==> src/rtl/stack_seq_ctrl.sv <==
// Stack sequencer for RET, RTI and interrupt entry: injects stack micro-ops into
// decode, stalls fetch, collects popped PC/flags words and issues a one-cycle redirect.
module stack_seq_ctrl #(
    parameter logic [15:0] PUSH_PC_LOW_OP  = 16'h6008,
    parameter logic [15:0] PUSH_PC_HIGH_OP = 16'h6009,
    parameter logic [15:0] POP_PC_LOW_OP   = 16'h600A,
    parameter logic [15:0] POP_PC_HIGH_OP  = 16'h600B,
    parameter logic [15:0] PUSH_FLAGS_OP   = 16'h600C,
    parameter logic [15:0] POP_FLAGS_OP    = 16'h600D,
    parameter logic [31:0] INT_VECTOR      = 32'h0000_0020,
    parameter int unsigned DRAIN_CYCLES    = 3
) (
    input  logic        clk,
    input  logic        reset,
    input  logic        ret,
    input  logic        rti,
    input  logic        intr,
    input  logic        pop_valid,
    input  logic [15:0] pop_data,
    output logic [15:0] out,
    output logic        stall,
    output logic        change_pc,
    output logic [31:0] new_pc,
    output logic        restore_flags,
    output logic [2:0]  flags_value,
    output logic        int_ack
);

    localparam int unsigned CNT_W   = 2;
    localparam int unsigned DRAIN_W = 3;

    typedef enum logic [3:0] {
        IDLE       = 4'd0,
        POP_FLAGS  = 4'd1,
        POP_HIGH   = 4'd2,
        POP_LOW    = 4'd3,
        WAIT_POP   = 4'd4,
        PUSH_LOW   = 4'd5,
        PUSH_HIGH  = 4'd6,
        PUSH_FLAGS = 4'd7,
        DRAIN      = 4'd8,
        REDIRECT   = 4'd9
    } state_t;

    typedef enum logic [1:0] {
        SEQ_RET = 2'd0,
        SEQ_RTI = 2'd1,
        SEQ_INT = 2'd2
    } seq_t;

    state_t             state_q, state_d;
    seq_t               seq_q;
    logic               pend_int_q;
    logic [CNT_W-1:0]   pop_cnt_q;
    logic [DRAIN_W-1:0] drain_cnt_q;
    logic [15:0]        hi_q, lo_q;
    logic [2:0]         flags_q;
    logic [31:0]        new_pc_q;

    logic               accept_rti, accept_ret, accept_int;
    logic               collecting, pop_take, pops_done;
    logic [CNT_W-1:0]   pop_total, pop_idx;

    // Trigger arbitration and pop bookkeeping; pop_idx maps a pop to flags(0)/hi(1)/lo(2)
    always_comb begin
        accept_rti = (state_q == IDLE) && rti;
        accept_ret = (state_q == IDLE) && !rti && ret;
        accept_int = (state_q == IDLE) && !rti && !ret && pend_int_q;
        collecting = (state_q == POP_FLAGS) || (state_q == POP_HIGH) ||
                     (state_q == POP_LOW)   || (state_q == WAIT_POP);
        pop_total  = (seq_q == SEQ_RTI) ? CNT_W'(3) : CNT_W'(2);
        pop_idx    = (seq_q == SEQ_RTI) ? pop_cnt_q : CNT_W'(pop_cnt_q + CNT_W'(1));
        pop_take   = collecting && pop_valid && (pop_cnt_q != pop_total);
        pops_done  = (pop_cnt_q == pop_total) ||
                     (pop_take && (pop_cnt_q == CNT_W'(pop_total - CNT_W'(1))));
    end

    always_ff @(posedge clk or negedge reset) begin
        if (!reset) state_q <= IDLE;
        else        state_q <= state_d;
    end

    always_comb begin
        state_d = state_q;
        case (state_q)
            IDLE: begin
                if (accept_rti)      state_d = POP_FLAGS;
                else if (accept_ret) state_d = POP_HIGH;
                else if (accept_int) state_d = PUSH_LOW;
            end
            POP_FLAGS:  state_d = POP_HIGH;
            POP_HIGH:   state_d = POP_LOW;
            POP_LOW:    state_d = WAIT_POP;
            WAIT_POP:   if (pops_done) state_d = REDIRECT;
            PUSH_LOW:   state_d = PUSH_HIGH;
            PUSH_HIGH:  state_d = PUSH_FLAGS;
            PUSH_FLAGS: state_d = DRAIN;
            DRAIN:      if (drain_cnt_q <= DRAIN_W'(1)) state_d = REDIRECT;
            REDIRECT:   state_d = IDLE;
            default:    state_d = IDLE;
        endcase
    end

    // Outputs decode from the state register; restore_flags follows the first RTI pop
    always_comb begin
        out           = 16'h0000;
        stall         = (state_q != IDLE);
        change_pc     = 1'b0;
        int_ack       = 1'b0;
        new_pc        = new_pc_q;
        restore_flags = pop_take && (pop_idx == CNT_W'(0));
        flags_value   = restore_flags ? pop_data[2:0] : flags_q;
        case (state_q)
            POP_FLAGS:  out = POP_FLAGS_OP;
            POP_HIGH:   out = POP_PC_HIGH_OP;
            POP_LOW:    out = POP_PC_LOW_OP;
            PUSH_LOW:   out = PUSH_PC_LOW_OP;
            PUSH_HIGH:  out = PUSH_PC_HIGH_OP;
            PUSH_FLAGS: out = PUSH_FLAGS_OP;
            REDIRECT: begin
                change_pc = 1'b1;
                int_ack   = (seq_q == SEQ_INT);
                new_pc    = (seq_q == SEQ_INT) ? INT_VECTOR : {hi_q, lo_q};
            end
            default: out = 16'h0000;
        endcase
    end

    always_ff @(posedge clk or negedge reset) begin
        if (!reset) begin
            seq_q       <= SEQ_RET;
            pend_int_q  <= 1'b0;
            pop_cnt_q   <= '0;
            drain_cnt_q <= '0;
            hi_q        <= '0;
            lo_q        <= '0;
            flags_q     <= '0;
            new_pc_q    <= '0;
        end else begin
            if (accept_rti)      seq_q <= SEQ_RTI;
            else if (accept_ret) seq_q <= SEQ_RET;
            else if (accept_int) seq_q <= SEQ_INT;

            if (accept_rti || accept_ret || accept_int) pop_cnt_q <= '0;
            else if (pop_take)                          pop_cnt_q <= CNT_W'(pop_cnt_q + CNT_W'(1));

            if (accept_int) pend_int_q <= 1'b0;
            else if (intr)  pend_int_q <= 1'b1;

            if (pop_take) begin
                case (pop_idx)
                    CNT_W'(0): flags_q <= pop_data[2:0];
                    CNT_W'(1): hi_q    <= pop_data;
                    default:   lo_q    <= pop_data;
                endcase
            end

            if (state_q == PUSH_FLAGS)  drain_cnt_q <= DRAIN_W'(DRAIN_CYCLES);
            else if (state_q == DRAIN)  drain_cnt_q <= DRAIN_W'(drain_cnt_q - DRAIN_W'(1));

            if (state_q == REDIRECT) new_pc_q <= new_pc;
        end
    end

endmodule
==> config.mk <==
export PLATFORM = sky130hd
export DESIGN_NAME = stack_seq_ctrl
export DESIGN_NICKNAME = d
export VERILOG_FILES = /design/src/rtl/stack_seq_ctrl.sv
export SDC_FILE = /design/constraint.sdc
export NUM_CORES = 1
export LEC_CHECK = 0
export ABC_AREA = 1
export CORE_AREA = 2 2 126 128
export DETAILED_ROUTE_END_ITERATION = 10
export DIE_AREA = 0 0 128 130
export GPL_ROUTABILITY_DRIVEN = 0
export HOLD_SLACK_MARGIN = 0.1
export SLEW_MARGIN = 20
export SYNTH_ARGS = -nofsm -noshare
export SYNTH_HDL_FRONTEND = slang
export SYNTH_SLANG_ARGS = --single-unit
==> constraint.sdc <==
create_clock -name clk -period 3.3 [get_ports clk]
set_clock_uncertainty 0.1 [all_clocks]
set_input_delay 0.99 -clock clk [delete_from_list [all_inputs] [get_ports clk]]
set_output_delay 0.99 -clock clk [all_outputs]
set_load 0.02 [all_outputs]
# Word-level counts from Yosys, hierarchy flattened
# Cells that the tools add are included.
op_classes:
  n_reduce_logical: 29
  bitwise_logic: 1
  eq_ne: 18
  order_cmp: 1
  n_addsub: 3
  n_mux: 23
op_table:
  columns: ["cell", "n"]
  rows:
  - ["15-bit one-hot mux with 6 select lines", 1]
  - ["32-bit 2-to-1 mux", 2]
  - ["4-bit one-hot mux with 9 select lines", 1]
  - ["4-bit 2-to-1 mux", 5]
  - ["4-bit by 3-bit equality test with 1-bit output, second input constant", 4]
  - ["2-bit 2-to-1 mux", 6]
  - ["1-bit logical AND", 9]
  - ["3-bit 2-to-1 mux", 3]
  - ["4-bit by 2-bit equality test with 1-bit output, second input constant", 2]
  - ["4-bit equality test, second input constant", 2]
  - ["1-bit logical OR", 6]
  - ["2-bit AND reduction", 3]
  - ["2-bit nonzero test", 3]
  - ["1-bit 2-to-1 mux", 5]
  - ["2-bit by 1-bit equality test with 1-bit output, second input constant", 2]
  - ["2-bit equality test", 2]
  - ["4-bit by 1-bit equality test with 1-bit output, second input constant", 1]
  - ["4-bit logical NOT", 1]
  - ["2-bit != test, second input constant", 2]
  - ["4-bit != test, second input constant", 1]
  - ["4-bit nonzero test", 1]
  - ["3-bit by 1-bit <= comparator with 1-bit output, second input constant", 1]
  - ["3-bit AND reduction", 1]
  - ["3-bit nonzero test", 1]
  - ["9 further kinds", 10]
totals:
  regBits: 79
  out_inout_bits: 55
  word_cells: 84
  in_bits: 22

# Longest topological paths before layout
depth:
  depth_word: 10
  ltp_mapped: 9
  depth_no_buf: 9

# Worst setup path after synthesis
# No wires, ideal clock.
synth_timing:
  path_kind: "in2out"
  from: "input port pop_valid"
  to: "output port flags_value[0]"
  arrival_ps: 1724
  path_slack_ps: 486
  required_time_ps: 2210
  path_buffers: 0
  path_stages: 3
  path_cell_list: "nand2_2 a21oi_2 o21ai_0"
synth_via:
  elab_chain_len: 4
synth_lines:
  columns: ["element", "line", "rtl"]
  rows:
  - ["from (decl)", "18", "input logic pop_valid,"]
  - ["1-bit logical AND (2 in a row)", "73", "pop_take = collecting && pop_valid && (pop_cnt_q != pop_total);"]
  - ["1-bit logical AND", "111", "restore_flags = pop_take && (pop_idx == CNT_W'(0));"]
  - ["net restore_flags", "24", "output logic restore_flags,"]
  - ["3-bit 2-to-1 mux", "112", "flags_value = restore_flags ? pop_data[2:0] : flags_q;"]
  - ["to (decl)", "25", "output logic [2:0] flags_value,"]
# The timed path passes the listed nets, and every way through them passes these cells.

# Final worst setup path
layout_timing:
  from: "input port pop_valid"
  to: "output port flags_value[1]"
layout_via:
  elab_chain_len: 4
layout_lines:
  columns: ["element", "line"]
  rows:
  - ["1-bit logical AND (2 in a row)", "73"]
  - ["1-bit logical AND", "111"]
  - ["3-bit 2-to-1 mux", "112"]
# No other way between the ends.

==> flow_summary.yaml <==
cells_and_area:
  nFillCells: 1655
  final_nets: 526
  final_util_pct: 32.26
  multi_input_area_um2: 1418
  areaGrowthSynthToFinish_pct: 32.30
  layout_commonest_cell: "nand2_1"
  design_area_um2: 4976
  antenna_cells: 0
  final_cell_mix: "nand2_1 (120), dfrtp_1 (79), inv_1 (56)"
  seq_area_um2: 1977
  drive_gt1_share_pct: 12.25
logic_synthesis:
  synth.distinct_cells: 28
  seq_area_frac_synth_pct: 52.56
  yosys_register_bits: 79
  synth_area_leaders: "dfrtp_1 (53%), nand2_1 (12%), inv_1 (5.7%)"
  avgSynthCellArea_um2: 8.706
  synthCells: 432
  yosysTopAreaCell: "dfrtp_1"
  synthAdderAreaFrac_pct: 0.6653
  yosysWarnings: 0
  synth_compound_area_share_pct: 16.63
  synth_top_area_share_pct: 52.56
  syn_area_um2: 3761
  synth_xor_area_share_pct: 0
  synth_top_family_by_area: "simple AND/OR/NAND/NOR gates"
  synth-simple-area-share_pct: 19.00
  synth.area.mux_share_pct: 0
critical_path:
  worstSetupEndpointType: "output port"
  max_stage_delay_ns: 0.50
  critical_path.slowest_cell: "clkdlybuf4s50_1"
  critical_path_class: "in2out"
  arrival_ns: 2.14
  required_ns: 2.21
  path_max_fanout: 5
  critPathBufInv: 3
  cp-start-kind: "primary input"
  cp_cell_sequence: "clkdlybuf4s50_1 -> nand2_2 -> a21oi_4 -> buf_4 -> o21ai_0 -> buf_2"
  cp_top_family: "buffers and inverters"
hold_path:
  min_path_type: "reg2reg"
cts:
  cts-root-buf: "clkbuf_16"
  htree_num_levels: 3
  cts_buffer_depth: 2
  clk_pin_slew_ns: 0.06
  cts_tree: "yes"
  clk_latency_ns: 0.34
  clock_sinks: 79
  cts_setup_buffers: 0
  cts-buffers-inserted: 9
timing:
  setup_viol: 0
  drv_slew: 0
  fmax_mhz: 310.0
  period_needed_ns: 3.226
  rsz0062_at_grt: "true"
  relSlewSlack_pct: 51.46
  tightestPinTransition_ns: 0.7281
  fin_crit_sh_pct: 97.75
  hold_viol: 0
floorplanning:
  fp.dieH_um: 130
  start_util_pct: 24.38
  die_area_um2: 16640
  die_w_um: 128
  pin_count: 77
  fp.coreArea_um2: 15420
  rows: 46
power:
  p_leak_uw: 0.002749
  pwr_density_cell_nw_per_um2: 990.3
  irDropWorstVdd_v: 0.0004543
route:
  via_per_inst: 4.377
  ant_nets: 0
  drt-met1-wl_um: 3977
  wl_per_cell_um: 12.71
  met2_length_um: 4337
  drc: 0
  drt-initial-drc-count: 162
  dr.max_layer_used: "met4"
  wirelength_um: 8871
  wl_met3_um: 442
  vias: 3055
  drt-pass1-iter-count: 4
global_routing:
  grt_pass1_wl_um: 14970
  grt_antenna_before_repair: 0
  overflow: 0
  grt_usage_pct: 11.48
  grt_start_max_net_pins: 80
  first_global_vias: 3069
status:
  status: "complete, no violations"
run:
  max_cap_violations: 0
placed_design:
  io_buffer_count: 66
  dp_hpwl_um: 6420
  placed_cell_area_um2: 4641
[timing repair]
action | in CTS | in global routing
gates cloned | 0 | 0
resized for setup | 32 | 23
hold buffers | 0 | 0
hold endpoints to repair | 0 | 0
setup endpoints to repair | 28 | 21
[where the power goes]
| part | total (uW) | switching, uW | leakage [uW] | internal [uW] |
|---|---|---|---|---|
| logic | 2260 | 1390 | 0.00160 | 872 |
| clock network | 1050 | 393 | 0.000151 | 656 |
| registers | 1620 | 194 | 0.000994 | 1420 |
[tightest hold or removal path: stages, from the launching register on]
cell	delay [ns]
dfrtp_1	0.32
nand2_1	0.06
nand2_1	0.05
[cell families after synthesis]
family,count (synthesis)
simple gates,172
buf+inv,90
compound gates,88
flops,79
fa+ha+maj,2
other cells,1
[layout make-up]
type	instances	share of cell area [%]
sequential	79	39.73
tap	192	4.828
multi-input combinational	272	28.49
timing repair buffer	80	16.09
clock inverter	6	1.735
inverter	60	4.601
clock buffer	9	4.526
[Yosys cell counts, drive strengths merged]
master / instances
a21oi: 7
clkbuf: 6
nor2: 19
o211ai: 1
ha: 2
conb: 1
nor3: 2
o31ai: 33
o21ai: 44
o21bai: 1
buf: 24
nand4: 1
a32o: 1
nand3: 28
nand2: 122
o2bb2ai: 1
dfrtp: 79
inv: 60
[flip-flops by register name (all words and copies together), names as in the netlist]
signal,cells
drain_cnt_q,3
flags_q,3
hi_q,16
lo_q,16
new_pc_q,32
pend_int_q,1
pop_cnt_q,2
seq_q,2
state_q,4
[through the flow]
| stage | cells | TNS [ns] | hold slack, ns | power [uW] | setup WS (ns) |
|---|---|---|---|---|---|
| global route | 698 | -0.05368 | 0.3972 | 5341 | -0.02773 |
| detailed placement | 683 | -1.477 | 0.3553 | 4042 | -0.4246 |
| global placement | 683 | -1.374 | 0.3470 | 3972 | -0.4217 |
| CTS | 698 | -0.08935 | 0.3691 | 5034 | -0.08935 |
| floorplan | 441 | 0 | 0.3327 | 3100 | 0.4860 |
| finish | 698 | 0 | 0.3631 | 4928 | 0.07411 |
[final timing paths]
path | cells past startpoint | slack, ns | end | startpoint
min reg2reg | 2 | 0.36 | new_pc_q[5]$_DFFE_PN0P_ | new_pc_q[5]$_DFFE_PN0P_
max reg2reg | 7 | 1.19 | state_q[0]$_DFFE_PN0P_ | state_q[0]$_DFFE_PN0P_
max | 6 | 0.07 | flags_value[1] | pop_valid
min in group asynchronous | 1 | 0.58 | new_pc_q[24]$_DFFE_PN0P_ | reset
max in group asynchronous | 1 | 2.01 | lo_q[2]$_DFFE_PN0P_ | reset
min | 2 | 0.36 | new_pc_q[5]$_DFFE_PN0P_ | new_pc_q[5]$_DFFE_PN0P_
[routing by layer]
metal  GRT usage (%)  vias up
li1                -     1510
met1           14.20     1457
met2           19.60       77
met3           3.362       11
met4           3.297        0
met5               0        -
No activity file was read; power rests on OpenSTA's default activity.
